**config.mk**
```make
export PLATFORM = sky130hd
export DESIGN_NAME = sm4_mode_ctrl
export DESIGN_NICKNAME = d
export VERILOG_FILES = /design/src/rtl/sm4_mode_ctrl.sv
export SDC_FILE = /design/constraint.sdc
export NUM_CORES = 2
export LEC_CHECK = 0
export CORE_MARGIN = 2
export CORE_UTILIZATION = 55
export DETAILED_ROUTE_END_ITERATION = 10
export PLACE_DENSITY_LB_ADDON = 0.12
export SETUP_SLACK_MARGIN = 0.1
export SYNTH_ARGS = -nofsm -noshare
export SYNTH_HDL_FRONTEND = slang
export SYNTH_SLANG_ARGS = --single-unit
```
**constraint.sdc**
```tcl
create_clock -name clk_i -period 18.21 [get_ports clk_i]
set_clock_uncertainty 0.1 [all_clocks]
set_input_delay 2.7315 -clock clk_i [delete_from_list [all_inputs] [get_ports clk_i]]
set_output_delay 2.7315 -clock clk_i [all_outputs]
set_load 0.05 [all_outputs]
```
**src/rtl/sm4_mode_ctrl.sv**
```systemverilog
// Block-mode sequencer in front of a single-block SM4 core: input FIFO,
// ready/valid streaming and ECB/CBC/CTR chaining with one block in flight.
module sm4_mode_ctrl #(
  parameter int unsigned DEPTH = 4,
  parameter int unsigned CTR_W = 32,
  parameter int unsigned CNT_W = 16
) (
  input  logic             clk_i,
  input  logic             rst_i,
  input  logic             cfg_load_i,
  input  logic [1:0]       mode_i,
  input  logic             dec_i,
  input  logic [127:0]     iv_i,
  input  logic             in_valid_i,
  output logic             in_ready_o,
  input  logic [127:0]     in_data_i,
  output logic             out_valid_o,
  input  logic             out_ready_i,
  output logic [127:0]     out_data_o,
  output logic             core_valid_o,
  output logic             core_dec_o,
  output logic [127:0]     core_data_o,
  input  logic             core_valid_i,
  input  logic [127:0]     core_data_i,
  output logic             busy_o,
  output logic             err_o,
  output logic [CNT_W-1:0] blk_cnt_o
);

  localparam int unsigned AW = $clog2(DEPTH);
  localparam int unsigned CW = AW + 1;
  localparam logic [CW-1:0] FULL_CNT = CW'(DEPTH);

  typedef enum logic [1:0] {
    MODE_ECB = 2'd0,
    MODE_CBC = 2'd1,
    MODE_CTR = 2'd2,
    MODE_ILL = 2'd3
  } mode_e;

  typedef enum logic [1:0] {
    ST_IDLE,
    ST_ISSUE,
    ST_WAIT,
    ST_OUT
  } state_e;

  state_e           state_q, state_d;
  mode_e            mode_q;
  logic             dec_q;
  logic [127:0]     chain_q, chain_d;
  logic [127:0]     blk_q;
  logic [127:0]     out_q, out_d;
  logic [127:0]     core_in;
  logic             err_q;
  logic [CNT_W-1:0] cnt_q;

  logic [127:0]     mem_q [DEPTH];
  logic [AW-1:0]    wr_ptr_q, rd_ptr_q;
  logic [CW-1:0]    count_q;
  logic             full, empty, push, pop;
  logic [127:0]     fifo_head;

  logic             issue, capture, out_hs;
  logic             cfg_ok, cfg_err;

  assign full      = (count_q == FULL_CNT);
  assign empty     = (count_q == '0);
  assign push      = in_valid_i && !full;
  assign pop       = issue;
  assign fifo_head = mem_q[rd_ptr_q];

  assign busy_o  = (state_q != ST_IDLE) || !empty;
  assign cfg_ok  = cfg_load_i && !busy_o && (mode_i != MODE_ILL);
  assign cfg_err = cfg_load_i && (busy_o || (mode_i == MODE_ILL));

  // NOTE: FIFO storage is deliberately left out of reset; entries are only
  // read after being written, so resetting them would just cost flops.
  always_ff @(posedge clk_i) begin
    if (push) mem_q[wr_ptr_q] <= in_data_i;
  end

  // NOTE: all sequential state uses non-blocking assignments so every
  // register samples the pre-edge values regardless of statement order.
  always_ff @(posedge clk_i or posedge rst_i) begin
    if (rst_i) begin
      wr_ptr_q <= '0;
      rd_ptr_q <= '0;
      count_q  <= '0;
    end else begin
      if (push) wr_ptr_q <= wr_ptr_q + AW'(1);
      if (pop)  rd_ptr_q <= rd_ptr_q + AW'(1);
      if (push && !pop)      count_q <= count_q + CW'(1);
      else if (!push && pop) count_q <= count_q - CW'(1);
    end
  end

  // NOTE: every signal driven here gets a default first so no path through
  // the case statement can leave it unassigned and infer a latch.
  always_comb begin
    state_d = state_q;
    issue   = 1'b0;
    capture = 1'b0;
    out_hs  = 1'b0;
    unique case (state_q)
      ST_IDLE:  if (!empty) state_d = ST_ISSUE;
      ST_ISSUE: begin
        issue   = 1'b1;
        state_d = ST_WAIT;
      end
      ST_WAIT: if (core_valid_i) begin
        capture = 1'b1;
        state_d = ST_OUT;
      end
      ST_OUT: if (out_ready_i) begin
        out_hs  = 1'b1;
        state_d = empty ? ST_IDLE : ST_ISSUE;
      end
    endcase
  end

  always_comb begin
    core_in = fifo_head;
    out_d   = core_data_i;
    chain_d = chain_q;
    unique case (mode_q)
      MODE_CBC: begin
        if (dec_q) begin
          out_d   = core_data_i ^ chain_q;
          chain_d = blk_q;
        end else begin
          core_in = fifo_head ^ chain_q;
          chain_d = core_data_i;
        end
      end
      MODE_CTR: begin
        core_in = chain_q;
        out_d   = core_data_i ^ blk_q;
        chain_d[CTR_W-1:0] = chain_q[CTR_W-1:0] + CTR_W'(1);
      end
      default: ;
    endcase
  end

  always_ff @(posedge clk_i or posedge rst_i) begin
    if (rst_i) state_q <= ST_IDLE;
    else       state_q <= state_d;
  end

  always_ff @(posedge clk_i or posedge rst_i) begin
    if (rst_i) begin
      mode_q  <= MODE_ECB;
      dec_q   <= 1'b0;
      chain_q <= '0;
      blk_q   <= '0;
      out_q   <= '0;
      err_q   <= 1'b0;
      cnt_q   <= '0;
    end else begin
      // A config load can only land in IDLE, so it never races a capture.
      if (cfg_ok) begin
        mode_q  <= mode_e'(mode_i);
        dec_q   <= dec_i;
        chain_q <= iv_i;
      end else if (capture) begin
        chain_q <= chain_d;
      end
      if (cfg_err) err_q <= 1'b1;
      if (pop)     blk_q <= fifo_head;
      if (capture) out_q <= out_d;
      if (cfg_ok)      cnt_q <= '0;
      else if (out_hs) cnt_q <= cnt_q + CNT_W'(1);
    end
  end

  assign in_ready_o   = !full;
  assign out_valid_o  = (state_q == ST_OUT);
  assign out_data_o   = out_q;
  assign core_valid_o = issue;
  assign core_data_o  = issue ? core_in : '0;
  assign core_dec_o   = (mode_q == MODE_CTR) ? 1'b0 : dec_q;
  assign err_o        = err_q;
  assign blk_cnt_o    = cnt_q;

endmodule

```
* Yosys cells after proc, flatten, opt, wreduce, memory -nomap -nowiden *
Memory sizes are Yosys's and may differ from the RTL's.
Cells that the tools add are included.

word-level totals
  output and inout port bits = 278
  memories = 1
  RAM bits = 512
  flip-flop bits (word level) = 413
  input bits = 393

memories
  name   depth  width  rd ports  clocked after memory_dff  wr ports  RTL line  text
  mem_q  4      128    1         0                         1         58        logic [127:0] mem_q [DEPTH];

cells by class
  multiplexer cells = 27
  eq/ne operators = 11
  $add $sub $neg = 6
  bitwise operators = 3
  reductions and logical operators = 24

operators by type and width
  operator                                                               count
  128-bit two-way mux                                                    6
  128-bit one-hot mux with 2 select lines                                2
  128-bit XOR                                                            3
  96-bit two-way mux                                                     1
  32-bit one-hot mux with 2 select lines                                 1
  32-bit by 1-bit adder with 32-bit output, second input constant        1
  16-bit two-way mux                                                     2
  16-bit by 1-bit adder with 16-bit output, second input constant        1
  2-bit nonzero test                                                     5
  1-bit two-way mux                                                      9
  2-bit equality test, second input constant                             4
  2-bit one-hot mux with 4 select lines                                  1
  1-bit logical AND                                                      6
  2-bit two-way mux                                                      3
  3-bit two-way mux                                                      2
  2-bit inequality test, second input constant                           3
  1-bit logical NOT                                                      5
  2-bit by 1-bit adder with 2-bit output, second input constant          2
  2-bit by 1-bit equality test with 1-bit output, second input constant  2
  2-bit AND reduction                                                    2
  3-bit by 1-bit adder with 3-bit output, second input constant          1
  3-bit equality test, second input constant                             1
  3-bit logical NOT                                                      1
  3-bit AND reduction                                                    1
  other kinds (5)                                                        6

* Longest topological paths before layout *
  word-level depth = 8
  gate-level depth with buffers = 11
  depth with buffers taken out = 9

* Least setup slack after synthesis *
No wires, ideal clock.

  path type = input to register
  start point = input port in_valid_i
  end point = memory mem_q[0][0], enable pin
  stages on the path = 1
  path buffers = 0
  data arrival time = 5.713 ns
  required time = 17.607 ns
  path slack = 11.894 ns
  cells stage by stage = and3_1

between the ends
  word-level cells in the longest chain between the ends = 3

RTL lines
  element                                  RTL line  text
  start, declared                          14        input logic in_valid_i,
  1-bit logical AND                        69        assign push = in_valid_i && !full;
  1-bit two-way mux                        80        if (push) mem_q[wr_ptr_q] <= in_data_i;
  1-bit two-way mux (not written as such)  80
  end, declared                            58

No other way between the ends.

* Worst setup path after layout *
  start point = register mode_q[1]
  end point = output port core_data_o[75]

between the ends
  word-level cells in the longest chain between the ends = 3
  elaborated cells between the ends (all ways) = 4

RTL lines
  element                                                                                       RTL line  text
  start, declared                                                                               49        mode_e mode_q;
  start signal, assigned                                                                        162       mode_q <= mode_e'(mode_i);
  2-bit equality test / 2-bit by 1-bit equality test with 1-bit output (equally long branches)  126       unique case (mode_q)
  128-bit one-hot mux with 2 select lines (*)                                                   126
  128-bit two-way mux (*)                                                                       180       assign core_data_o = issue ? core_in : '0;
  end, declared                                                                                 22        output logic [127:0] core_data_o,

Every way passes the cells marked *; elsewhere a longest branch is shown, timed or not.

==> summary.txt <==
Net Sw Frac -> 45.7%
Cell taking the most area after synthesis -> edfxtp_1
P&R area growth vs syn -> 23.5%
Inserted Clock Buffers -> 95
Critical path class -> reg2out
Top-count cell post-synth -> nand2_1
Post-DRT Antenna Nets -> 0
GRT overflow -> 0
Mapped cell area -> 0.0452 mm²
Type of the most critical hold path -> reg2reg
Syn_nets -> 4539
Starting DRC count in detailed routing -> 4144
Root buf cell -> clkbuf_16
Leading post-synthesis cells by cell area -> edfxtp_1 (34%), dfrtp_1 (23%), mux4_2 (6.4%)
FF-to-FF path depth -> 8
Critical R2R Launch -> mode_q[1]
Post-synth EDFFs -> 512
NetSw -> 5.08 mW
Initial antenna violation count -> 70
Clock transition at the registers of the reported paths -> 0.06 ns
Fmax achieved -> 121 MHz
Post-CTS Setup Inserts -> 0
H-tree levels -> 3
Gp weighted congestion -> 0.899
Clock power share -> 18.7%
Global-route wire length before repair -> 223000 µm
Combinational share of power -> 50.7%
Final setup TNS -> 0 ns
Fin nets -> 4991
Hold Fails Final Rpt -> 0
Max transition margin -> 15.7%
Worst vdd ir -> 238 µV
Post-synth top cells -> nand2_1 (586), o21ai_0 (568), edfxtp_1 (512)
Crit path capture type -> primary output
Hold buffers post-CTS -> 0
DPL Wire Length -> 93700 µm
Hold Path End -> err_o
Clock Path Buffers -> 3
# port buffers -> 670
Fin util -> 68.3%
GRT Total Usage -> 34.7%
Die area -> 0.0845 mm²
Crit share post-route -> 45.3%
Vias per cell -> 6.41
Crit path required time -> 15.38 ns
R2r endpoint -> out_data_o[38]
Clk_lat worst skew -> 0.67 ns
Post-CTS sizing -> 0
Fraction of layout cells with a size suffix above 1 -> 9.58%
Vias in the first global route -> 34825
Flop pwr share -> 30.6%
Hold slack -> 0.362 ns
Top FF cell, synth -> edfxtp_1
CTS tree -> yes
Drt drc -> 0
Sequential element share of the synthesized area -> 56.8%
Mean Syn Cell Area -> 10.9 µm²
Detailed Route WL -> 150000 µm
Power Density -> 199 mW/mm²
Max_cap viols -> 0
RSZ-0062 raised after global routing -> no
Reg2Reg Setup Slack -> 14.10 ns
# clock sinks -> 925
Worst Max-Slew Pin Slew -> 1.26 ns
Core area -> 0.0817 mm²
Initial core utilization -> 55.3%
Mapped Cells -> 4131
Final setup fails -> 0
P_leak -> 21.2 nW
Critical Path AT -> 5.41 ns
Total power after layout -> 11.1 mW
Largest net degree at the start of global routing -> 207
Internal -> 6.03 mW
Netlist cell types -> 72
Async SR Flop Fraction -> 44.6%
#FFs+latches synth -> 925
First-pass DRT Iterations -> 8
Worst Hold Launch -> err_o
Post-route minimum period -> 8.25 ns
Pins Over Slew Limit -> 0
Crit-path max FO -> 61
Hold path depth -> 1
I/O Pins -> 671
DIE WIDTH -> 291 µm
Crit start category -> flop
Status -> finished, final reports clean
Synth top area share -> 34.0%
Die Ht -> 291 µm
Synth warnings -> 0
Wire per inst -> 25.9 µm
Floorplan row count -> 105
Via count -> 37093
==> worst max-delay path: stages, from the launching register on <==
cell and delay [ns]:
dfrtp_1 0.40, inv_1 0.11, ha_4 0.77, and2_4 0.95, nor2_4 0.23, buf_4 0.39
buf_4 0.42, o21ai_0 0.19, nand3_1 0.10, nand2_1 0.13, clkdlybuf4s50_1 0.85
==> kinds of logic after synthesis <==
| family | synth area share (%) |
|---|---|
| AND/OR/NAND/NOR | 11.7 |
| AO/OA/AOI/OAI | 15.2 |
| flip-flops | 56.8 |
| buffers and inverters | 4.12 |
| multiplexers | 11.3 |
| XOR/XNOR | 0.445 |
| adder cells (fa/ha/maj) | 0.432 |
==> state kept, by name, summed over array words and instances (netlist names), 3 cells and up <==
register	count
out_data_o	128
blk_cnt_o	16
blk_q	128
chain_q	128
mem_q	512
count_q	3
==> power by group through the flow <==
stage                     clock network [mW]  logic (mW)  registers [mW]
after global placement                     0        5.50            3.40
after global routing                    2.18        6.01            3.46
after CTS                               2.10        5.59            3.39
after detailed placement                   0        5.57            3.42
final                                   2.08        5.63            3.40
after floorplan                            0        3.52            3.64
==> cell type report <==
cell class / instances / area [µm²]
diodes: 57 / 143
clock buffers: 124 / 2640
clock inverters: 54 / 703
fillers: 6043 / 25900
inverters: 106 / 418
multi-input cells: 2739 / 17800
flip-flops and latches: 925 / 25700
well taps: 1070 / 1340
repair buffers: 716 / 7110
==> placed cells by master, fill, tap and decap left out, drive strengths merged, types with 125 or more instances in the layout <==
| cell type | Yosys | routed |
|---|---|---|
| nor3 | 125 | 125 |
| edfxtp | 512 | 512 |
| mux2i | 125 | 125 |
| nor2 | 163 | 163 |
| mux4 | 128 | 128 |
| clkdlybuf4s50 | 0 | 670 |
| dfrtp | 413 | 413 |
| a21oi | 245 | 245 |
| nand2 | 586 | 586 |
| o21ai | 594 | 594 |
| nand3 | 274 | 274 |
==> per-stage QoR <==
step | instances | setup slack [ns] | area [µm²]
2_1_floorplan | 4131 | 3.89 | 45200
3_3_place_gp | 5556 | 10.71 | 52400
3_5_place_dp | 5556 | 10.71 | 52400
4_1_cts | 5734 | 10.04 | 55700
5_1_grt | 5782 | 9.80 | 55800
6_report | 5791 | 9.96 | 55800
==> per-layer routing <==
layer	global-route usage, %	vias up	routed length [µm]
met5	0	-	207
met4	18.6	32	8150
met3	7.99	389	15600
met2	52.9	2189	69100
met1	46.7	18163	56800
li1	-	16320	-
==> worst max-delay path by stage <==
stage | from | to | slack (ns) | cells after the start
final | mode_q[1] | core_data_o[75] | 9.96 | 10
after floorplan | rst_i | blk_cnt_o[0] | 3.89 | 1
after detailed placement | mode_q[1] | core_data_o[74] | 10.71 | 10
after CTS | mode_q[1] | core_data_o[31] | 10.04 | 10
after global routing | mode_q[1] | core_data_o[74] | 9.80 | 10
after global placement | mode_q[1] | core_data_o[73] | 10.71 | 10
No activity file was read; power rests on OpenSTA's default activity.
